$ cat src/rtl/ooop_types.sv
// ----------------------------------------------------------------------------
// ooop_types: shared types for the out-of-order core slice.
//   PREG_W     physical register tag width
//   ROB_W      reorder-buffer index width
//   RS_DEPTH   default reservation-station depth
//   fu_type_t  functional-unit class an instruction is routed to
//   rs_entry_t one reservation-station entry as delivered by dispatch
// ----------------------------------------------------------------------------
package ooop_types;

    localparam int PREG_W   = 6;
    localparam int ROB_W    = 6;
    localparam int RS_DEPTH = 8;

    typedef enum logic [1:0] {
        FU_ALU = 2'd0,
        FU_BRU = 2'd1,
        FU_LSU = 2'd2
    } fu_type_t;

    typedef struct packed {
        fu_type_t          fu;
        logic [ROB_W-1:0]  rob_idx;
        logic [3:0]        op;
        logic              rs1_used;
        logic [PREG_W-1:0] prs1;
        logic              prs1_ready;
        logic              rs2_used;
        logic [PREG_W-1:0] prs2;
        logic              prs2_ready;
        logic [PREG_W-1:0] prd;
        logic [15:0]       imm;
    } rs_entry_t;

endpackage

$ cat src/rtl/rs_age_select.sv
// ----------------------------------------------------------------------------
// rs_age_select: age matrix for a reservation station plus oldest-eligible pick.
//   clk, rst_n   clock, asynchronous active-low reset
//   flush_i      clear the whole matrix
//   valid_i      slots currently occupied (registered view)
//   ins_en_i     a new entry is written this cycle
//   ins_idx_i    slot receiving the new entry
//   elig_i       slots that may issue this cycle
//   grant_o      one-hot: the oldest eligible slot (all zero when none)
// Matrix meaning: age_q[r][c] = 1 means slot r is older than slot c.
// ----------------------------------------------------------------------------
module rs_age_select #(
    parameter int DEPTH = 8,
    localparam int IDX_W = $clog2(DEPTH)
) (
    input  logic             clk,
    input  logic             rst_n,
    input  logic             flush_i,
    input  logic [DEPTH-1:0] valid_i,
    input  logic             ins_en_i,
    input  logic [IDX_W-1:0] ins_idx_i,
    input  logic [DEPTH-1:0] elig_i,
    output logic [DEPTH-1:0] grant_o
);

    logic [DEPTH-1:0] age_q [DEPTH];
    logic [DEPTH-1:0] age_d [DEPTH];

    // A new entry is younger than every occupied slot: its own row is cleared
    // and its column is set in every occupied row. Rows of freed slots may keep
    // stale bits; they are rewritten when the slot is reused and never matter
    // meanwhile because only eligible (hence valid) rows are consulted.
    always_comb begin
        for (int r = 0; r < DEPTH; r++) begin
            age_d[r] = age_q[r];
        end
        if (flush_i) begin
            for (int r = 0; r < DEPTH; r++) begin
                age_d[r] = '0;
            end
        end else if (ins_en_i) begin
            for (int r = 0; r < DEPTH; r++) begin
                if (IDX_W'(r) == ins_idx_i) begin
                    age_d[r] = '0;
                end else begin
                    age_d[r][ins_idx_i] = valid_i[r];
                end
            end
        end
    end

    always_ff @(posedge clk or negedge rst_n) begin
        if (!rst_n) begin
            for (int r = 0; r < DEPTH; r++) begin
                age_q[r] <= '0;
            end
        end else begin
            for (int r = 0; r < DEPTH; r++) begin
                age_q[r] <= age_d[r];
            end
        end
    end

    // Slot c wins when it is eligible and no other eligible slot is older.
    always_comb begin
        grant_o = '0;
        for (int c = 0; c < DEPTH; c++) begin
            logic blocked;
            blocked = 1'b0;
            for (int r = 0; r < DEPTH; r++) begin
                if (elig_i[r] && age_q[r][c]) begin
                    blocked = 1'b1;
                end
            end
            grant_o[c] = elig_i[c] && !blocked;
        end
    end

endmodule

$ cat src/rtl/rs_queue.sv
// ----------------------------------------------------------------------------
// rs_queue: reservation station for one functional-unit class.
// Holds dispatched entries until both source operands are ready (CDB wakeup),
// then offers the oldest ready entry to the FU.
//   clk, rst_n      clock, asynchronous active-low reset
//   flush_i         discard all entries (wins over same-cycle insert/issue)
//   in_valid_i      insert request from dispatch
//   in_ready_o      space available, from the registered occupancy count
//   in_entry_i      entry to insert
//   cdb_valid_i     completion broadcast valid
//   cdb_prd_i       physical tag becoming ready
//   issue_valid_o   an entry is ready to issue
//   issue_ready_i   FU accepts this cycle
//   issue_entry_o   selected entry, ready bits shown as 1
//   count_o         number of occupied slots
// Configuration macro RS_WAKEUP_BYPASS_EN: when defined, a CDB match makes a
// stored entry eligible in the same cycle; otherwise only registered ready
// bits count (one cycle from broadcast to issue).
// ----------------------------------------------------------------------------
module rs_queue
    import ooop_types::*;
#(
    parameter int DEPTH  = RS_DEPTH,
    parameter int PREG_W = ooop_types::PREG_W,
    localparam int IDX_W = $clog2(DEPTH),
    localparam int CNT_W = $clog2(DEPTH + 1)
) (
    input  logic              clk,
    input  logic              rst_n,
    input  logic              flush_i,
    input  logic              in_valid_i,
    output logic              in_ready_o,
    input  rs_entry_t         in_entry_i,
    input  logic              cdb_valid_i,
    input  logic [PREG_W-1:0] cdb_prd_i,
    output logic              issue_valid_o,
    input  logic              issue_ready_i,
    output rs_entry_t         issue_entry_o,
    output logic [CNT_W-1:0]  count_o
);

    localparam logic [CNT_W-1:0] DEPTH_C = CNT_W'(DEPTH);

    logic [DEPTH-1:0] valid_q, valid_d;
    rs_entry_t        entry_q [DEPTH];
    rs_entry_t        entry_d [DEPTH];
    logic [CNT_W-1:0] count_q, count_d;

    logic [DEPTH-1:0] cdb_hit1, cdb_hit2;
    logic [DEPTH-1:0] src1_rdy, src2_rdy;
    logic [DEPTH-1:0] elig;
    logic [DEPTH-1:0] grant;
    logic [IDX_W-1:0] free_idx;
    logic             ins_fire, iss_fire;
    rs_entry_t        ins_entry;

    // ---------------- wakeup compare and eligibility ----------------
    for (genvar gi = 0; gi < DEPTH; gi++) begin : g_slot
        assign cdb_hit1[gi] = cdb_valid_i && (entry_q[gi].prs1 == cdb_prd_i);
        assign cdb_hit2[gi] = cdb_valid_i && (entry_q[gi].prs2 == cdb_prd_i);
`ifdef RS_WAKEUP_BYPASS_EN
        assign src1_rdy[gi] = !entry_q[gi].rs1_used || entry_q[gi].prs1_ready || cdb_hit1[gi];
        assign src2_rdy[gi] = !entry_q[gi].rs2_used || entry_q[gi].prs2_ready || cdb_hit2[gi];
`else
        assign src1_rdy[gi] = !entry_q[gi].rs1_used || entry_q[gi].prs1_ready;
        assign src2_rdy[gi] = !entry_q[gi].rs2_used || entry_q[gi].prs2_ready;
`endif
        assign elig[gi] = valid_q[gi] && src1_rdy[gi] && src2_rdy[gi];
    end

    // ---------------- handshakes ----------------
    assign in_ready_o    = (count_q < DEPTH_C);
    assign issue_valid_o = (|elig) && !flush_i;
    assign ins_fire      = in_valid_i && in_ready_o && !flush_i;
    assign iss_fire      = issue_valid_o && issue_ready_i;
    assign count_o       = count_q;

    // Lowest-index free slot; only used when in_ready_o guarantees one exists.
    always_comb begin
        free_idx = '0;
        for (int i = DEPTH - 1; i >= 0; i--) begin
            if (!valid_q[i]) begin
                free_idx = IDX_W'(i);
            end
        end
    end

    // Incoming entry: unused sources are stored ready, and a broadcast in the
    // insert cycle is captured so the tag is not missed.
    always_comb begin
        ins_entry = in_entry_i;
        if (!in_entry_i.rs1_used || (cdb_valid_i && in_entry_i.prs1 == cdb_prd_i)) begin
            ins_entry.prs1_ready = 1'b1;
        end
        if (!in_entry_i.rs2_used || (cdb_valid_i && in_entry_i.prs2 == cdb_prd_i)) begin
            ins_entry.prs2_ready = 1'b1;
        end
    end

    rs_age_select #(
        .DEPTH (DEPTH)
    ) u_age (
        .clk       (clk),
        .rst_n     (rst_n),
        .flush_i   (flush_i),
        .valid_i   (valid_q),
        .ins_en_i  (ins_fire),
        .ins_idx_i (free_idx),
        .elig_i    (elig),
        .grant_o   (grant)
    );

    // ---------------- slot array next state ----------------
    always_comb begin
        valid_d = valid_q;
        for (int i = 0; i < DEPTH; i++) begin
            entry_d[i] = entry_q[i];
            // Waking an invalid slot is harmless; it is overwritten on insert.
            if (cdb_hit1[i]) begin
                entry_d[i].prs1_ready = 1'b1;
            end
            if (cdb_hit2[i]) begin
                entry_d[i].prs2_ready = 1'b1;
            end
        end
        if (iss_fire) begin
            valid_d = valid_d & ~grant;
        end
        if (ins_fire) begin
            valid_d[free_idx] = 1'b1;
            entry_d[free_idx] = ins_entry;
        end
        if (flush_i) begin
            valid_d = '0;
        end
    end

    always_comb begin
        count_d = count_q;
        if (flush_i) begin
            count_d = '0;
        end else begin
            unique case ({ins_fire, iss_fire})
                2'b10:   count_d = count_q + CNT_W'(1);
                2'b01:   count_d = count_q - CNT_W'(1);
                default: count_d = count_q;
            endcase
        end
    end

    always_ff @(posedge clk or negedge rst_n) begin
        if (!rst_n) begin
            valid_q <= '0;
            count_q <= '0;
            for (int i = 0; i < DEPTH; i++) begin
                entry_q[i] <= '0;
            end
        end else begin
            valid_q <= valid_d;
            count_q <= count_d;
            for (int i = 0; i < DEPTH; i++) begin
                entry_q[i] <= entry_d[i];
            end
        end
    end

    // ---------------- issue mux ----------------
    // grant is one-hot or zero, so an AND-OR mux yields all zeros when idle.
    always_comb begin
        issue_entry_o = '0;
        for (int i = 0; i < DEPTH; i++) begin
            if (grant[i]) begin
                issue_entry_o = issue_entry_o | entry_q[i];
            end
        end
        if (|grant) begin
            issue_entry_o.prs1_ready = 1'b1;
            issue_entry_o.prs2_ready = 1'b1;
        end
    end

endmodule
$ cat config.mk
export PLATFORM = sky130hd
export DESIGN_NAME = rs_queue
export DESIGN_NICKNAME = d
export VERILOG_FILES = /design/src/rtl/ooop_types.sv /design/src/rtl/rs_age_select.sv /design/src/rtl/rs_queue.sv
export SDC_FILE = /design/constraint.sdc
export NUM_CORES = 1
export LEC_CHECK = 0
export CORE_UTILIZATION = 37
export CTS_BUF_LIST = sky130_fd_sc_hd__clkbuf_4 sky130_fd_sc_hd__clkbuf_8 sky130_fd_sc_hd__clkbuf_16
export DETAILED_ROUTE_END_ITERATION = 6
export GPL_ROUTABILITY_DRIVEN = 0
export PLACE_DENSITY = 0.57
export RECOVER_POWER = 25
export SLEW_MARGIN = 25
export SYNTH_ARGS = -nofsm -noshare
export SYNTH_HDL_FRONTEND = slang
export SYNTH_SLANG_ARGS = --single-unit
$ cat constraint.sdc
create_clock -name clk -period 4.3 [get_ports clk]
set_clock_uncertainty 0.05 [all_clocks]
set_input_delay 0.43 -clock clk [delete_from_list [all_inputs] [get_ports clk]]
set_output_delay 0.43 -clock clk [all_outputs]
set_load 0.01 [all_outputs]
==> impl_metrics.toml <==
[worst_setup_path]
path_cells = "nor2b_1 -> or4b_1 -> nor4_4 -> buf_12 -> and2_0 -> buf_4 -> a22oi_1 -> nand3_1 -> clkdlybuf4s50_1"
cp.required_ns = 3.82
r2r_slack_ns = 1.07
r2r_cells = 10
arrival_ns = 3.73
max_stage_delay_ns = 0.63
crit_fanout = 35
cpMaxStageDelayCell = "or4b_1"
critPathBufInv = 3
cp_top_family = "simple AND/OR/NAND/NOR gates"
crit_type = "reg2out"
cp-start-kind = "flip-flop"
rr_endpoint = "count_o[3]"
reg2reg_from = "entry_q[237]"
endpoint_kind = "output pin"

[grt]
grt_max_degree = 106
overflow = 0
grt_pass1_vias = 18200
track_usage = 0.238
grt_pass1_wl_um = 116000
antenna_found_initial = 3

[place]
post-dp-hpwl_um = 47100
port_buffers = 117
place_inst = 3030
pre_cts_ws_ns = 0.575

[synth]
synth.area.top_cells = "dfrtp_1 (51%), mux2_2 (14%), nand2_1 (6.4%)"
synth-edff-count = 0
ys.warnings.count = 0
synthMuxAreaShare = 0.142
netlist-cell-type-count = 66
synthArstFlopShare = 1.00
synth_seq_cells = 476
synthCells = 2172
synth.most_common_cell = "dfrtp_1"
synth-compound-area-share = 0.0701
avgSynthCellArea_um2 = 10.7
synth_fp_nets = 2237
synth_top_family_by_area = "simple AND/OR/NAND/NOR gates"
synthSimpleGateAreaFrac = 0.189
synthTopCellsByCount = "dfrtp_1 (476), nand2_1 (396), mux2_2 (288)"
synth_top_area_frac = 0.512
seq_area_frac_synth = 0.512
yosys.area_share.xor_xnor = 0.0420
synthFlopType = "dfrtp_1"
synthesis.area_um2 = 23200
synth_top_cell_by_area = "dfrtp_1"
synthAdderAreaFrac = 0.00194

[cts]
clkLatencyLatePin_ns = 0.61
cts_setup_buffers = 0
clockRootBuffer = "clkbuf_16"
cts_buffer_depth = 3
cts.sinks = 476
htreeDepth = 2
clkTransAtPathRegs_ns = 0.06
cts_tree = "done"
cts_buffers = 52

[timing]
rsz0062_at_grt = "no"
worst_pin_slew_ns = 2.99
hold_viol = 0
period_needed_ns = 4.21
final_max_slew_viol_count = 102
setup_viol_count_final = 0
fmax_mhz = 238
relSlewSlack = -0.990
setup_slack_ns = 0.0939
finalCritPeriodShare = 0.978
finalSetupTns_ns = 0

[pwr]
cellLeakagePower_nw = 12.9
power_density_nw_per_um2 = 427
p_total_w = 0.0116
vdd_drop_max_mv = 0.364

[route]
drt-initial-drc-count = 1597
wl_per_cell_um = 24.1
viasPerCell = 5.72
firstDrtPassIters = 5
ant_nets = 0
vias = 17900
drc = 0
drt-total-wl_um = 75300

[min_path]
hold_path_class = "in2reg"
worstHoldPathCells = 5
holdCritStartpoint = "flush_i"
holdPathEnd = "valid_q[3]"

[outcome]
status = "finished with violations"
violations = "max-capacitance violations, max-slew violations"

[cells_and_area]
nets = 2313
syn_to_final_growth_pct = 17.0
diodes = 0
drive_gt1_frac = 0.230
instances_no_fill = 3125
fill_cells = 5837

[floorplanning]
num_rows = 91
die_area_um2 = 63800
fp.dieH_um = 253
core_um2 = 61900
ios = 118
die_w_um = 253
start_util = 0.375

[run]
cap_violations = 1
## through the flow
| step | util | hold slack, ns | cell area, um^2 |
|---|---|---|---|
| finish | 0.439 | 0.393 | 27200 |
| global route | 0.439 | 0.419 | 27200 |
| CTS | 0.439 | 0.357 | 27200 |
| detailed placement | 0.411 | 0.404 | 25500 |
| global placement | 0.411 | 0.400 | 25500 |
| floorplan | - | 0.0844 | 23200 |
## worst max-delay path by stage
| stage | from | end | slack [ns] | depth (start not counted) |
|---|---|---|---|---|
| after global placement | valid_q[6] | issue_entry_o[46] | 0.57 | 9 |
| after CTS | valid_q[6] | issue_entry_o[46] | 0.03 | 9 |
| after global routing | entry_q[329] | issue_entry_o[7] | 0.002 | 8 |
| final | entry_q[329] | issue_entry_o[12] | 0.09 | 9 |
| after detailed placement | valid_q[6] | issue_entry_o[46] | 0.57 | 9 |
| after floorplan | entry_q[230] | count_o[3] | 1.32 | 12 |
## registers in the layout (all words and copies together) (netlist names)
register and flops:
valid_q 8, count_o 4, entry_q 400, u_age.age_q 64
## cell usage in the layout, fill, tap and decap left out, types with 8 or more instances in the layout
cell and n:
dfrtp_1 473, nand2_1 395, mux2_2 288, nand3_1 124
clkdlybuf4s50_1 115, and3_1 105, a22oi_1 84, nor3_1 70
buf_4 66, xor2_1 55, xnor2_1 54, clkbuf_16 53
a21oi_1 50, nand4_1 32, a2111oi_0 29, nor2_1 28
nor4_1 19, buf_12 18, clkbuf_4 14, clkbuf_8 12
nor2b_1 10, a22o_1 10, a32o_1 9, clkinv_2 9
inv_1 8, nor4_2 8, or3_1 8, nand2b_1 8
a31o_2 8, o21ai_0 8
## worst reg2reg max path, stage by stage, from the launching register on
cell	delay [ns]
dfrtp_1	0.37
nor2b_1	0.48
nor3_1	0.16
or4_1	0.65
o211ai_2	0.21
nor2_1	0.11
ha_1	0.28
a21o_1	0.17
a21o_1	0.19
or4_1	0.39
nand3_1	0.08
## logic make-up after synthesis
| family | Yosys count |
|---|---|
| flops | 476 |
| xor+xnor | 110 |
| buf+inv | 189 |
| mux | 293 |
| simple gates | 878 |
| compound gates | 223 |
| fa+ha+maj | 3 |
## final cells by class
class / instances / area, um^2 / area share
Timing Repair Buffer: 203 / 2030 / 0.0746
Multi-Input combinational cell: 1507 / 10500 / 0.385
Clock inverter: 15 / 120 / 0.00441
Tap cell: 837 / 1050 / 0.0385
Clock buffer: 79 / 1600 / 0.0587
Inverter: 8 / 30.0 / 0.00110
Sequential cell: 476 / 11900 / 0.438
## metal layers
| layer | up-vias | wire, um | GRT usage |
|---|---|---|---|
| met5 | - | 35 | 0 |
| met4 | 6 | 2590 | 0.0883 |
| met1 | 9163 | 32700 | 0.328 |
| met2 | 709 | 35000 | 0.380 |
| li1 | 7840 | - | - |
| met3 | 161 | 4980 | 0.0333 |
## power by group
part,switching [W],internal [W]
Clock,0.00188,0.00262
Sequential,0.000351,0.00500
Combinational,0.000990,0.000781
## what timing repair did
action	4_1_cts	5_1_grt
endpoints found under the hold margin	99	0
resized for setup	2	14
hold buffers	1	0
setup endpoints to repair	20	36
cloned	0	0
pin swaps	0	0
Power figures use the tool's default switching activity.
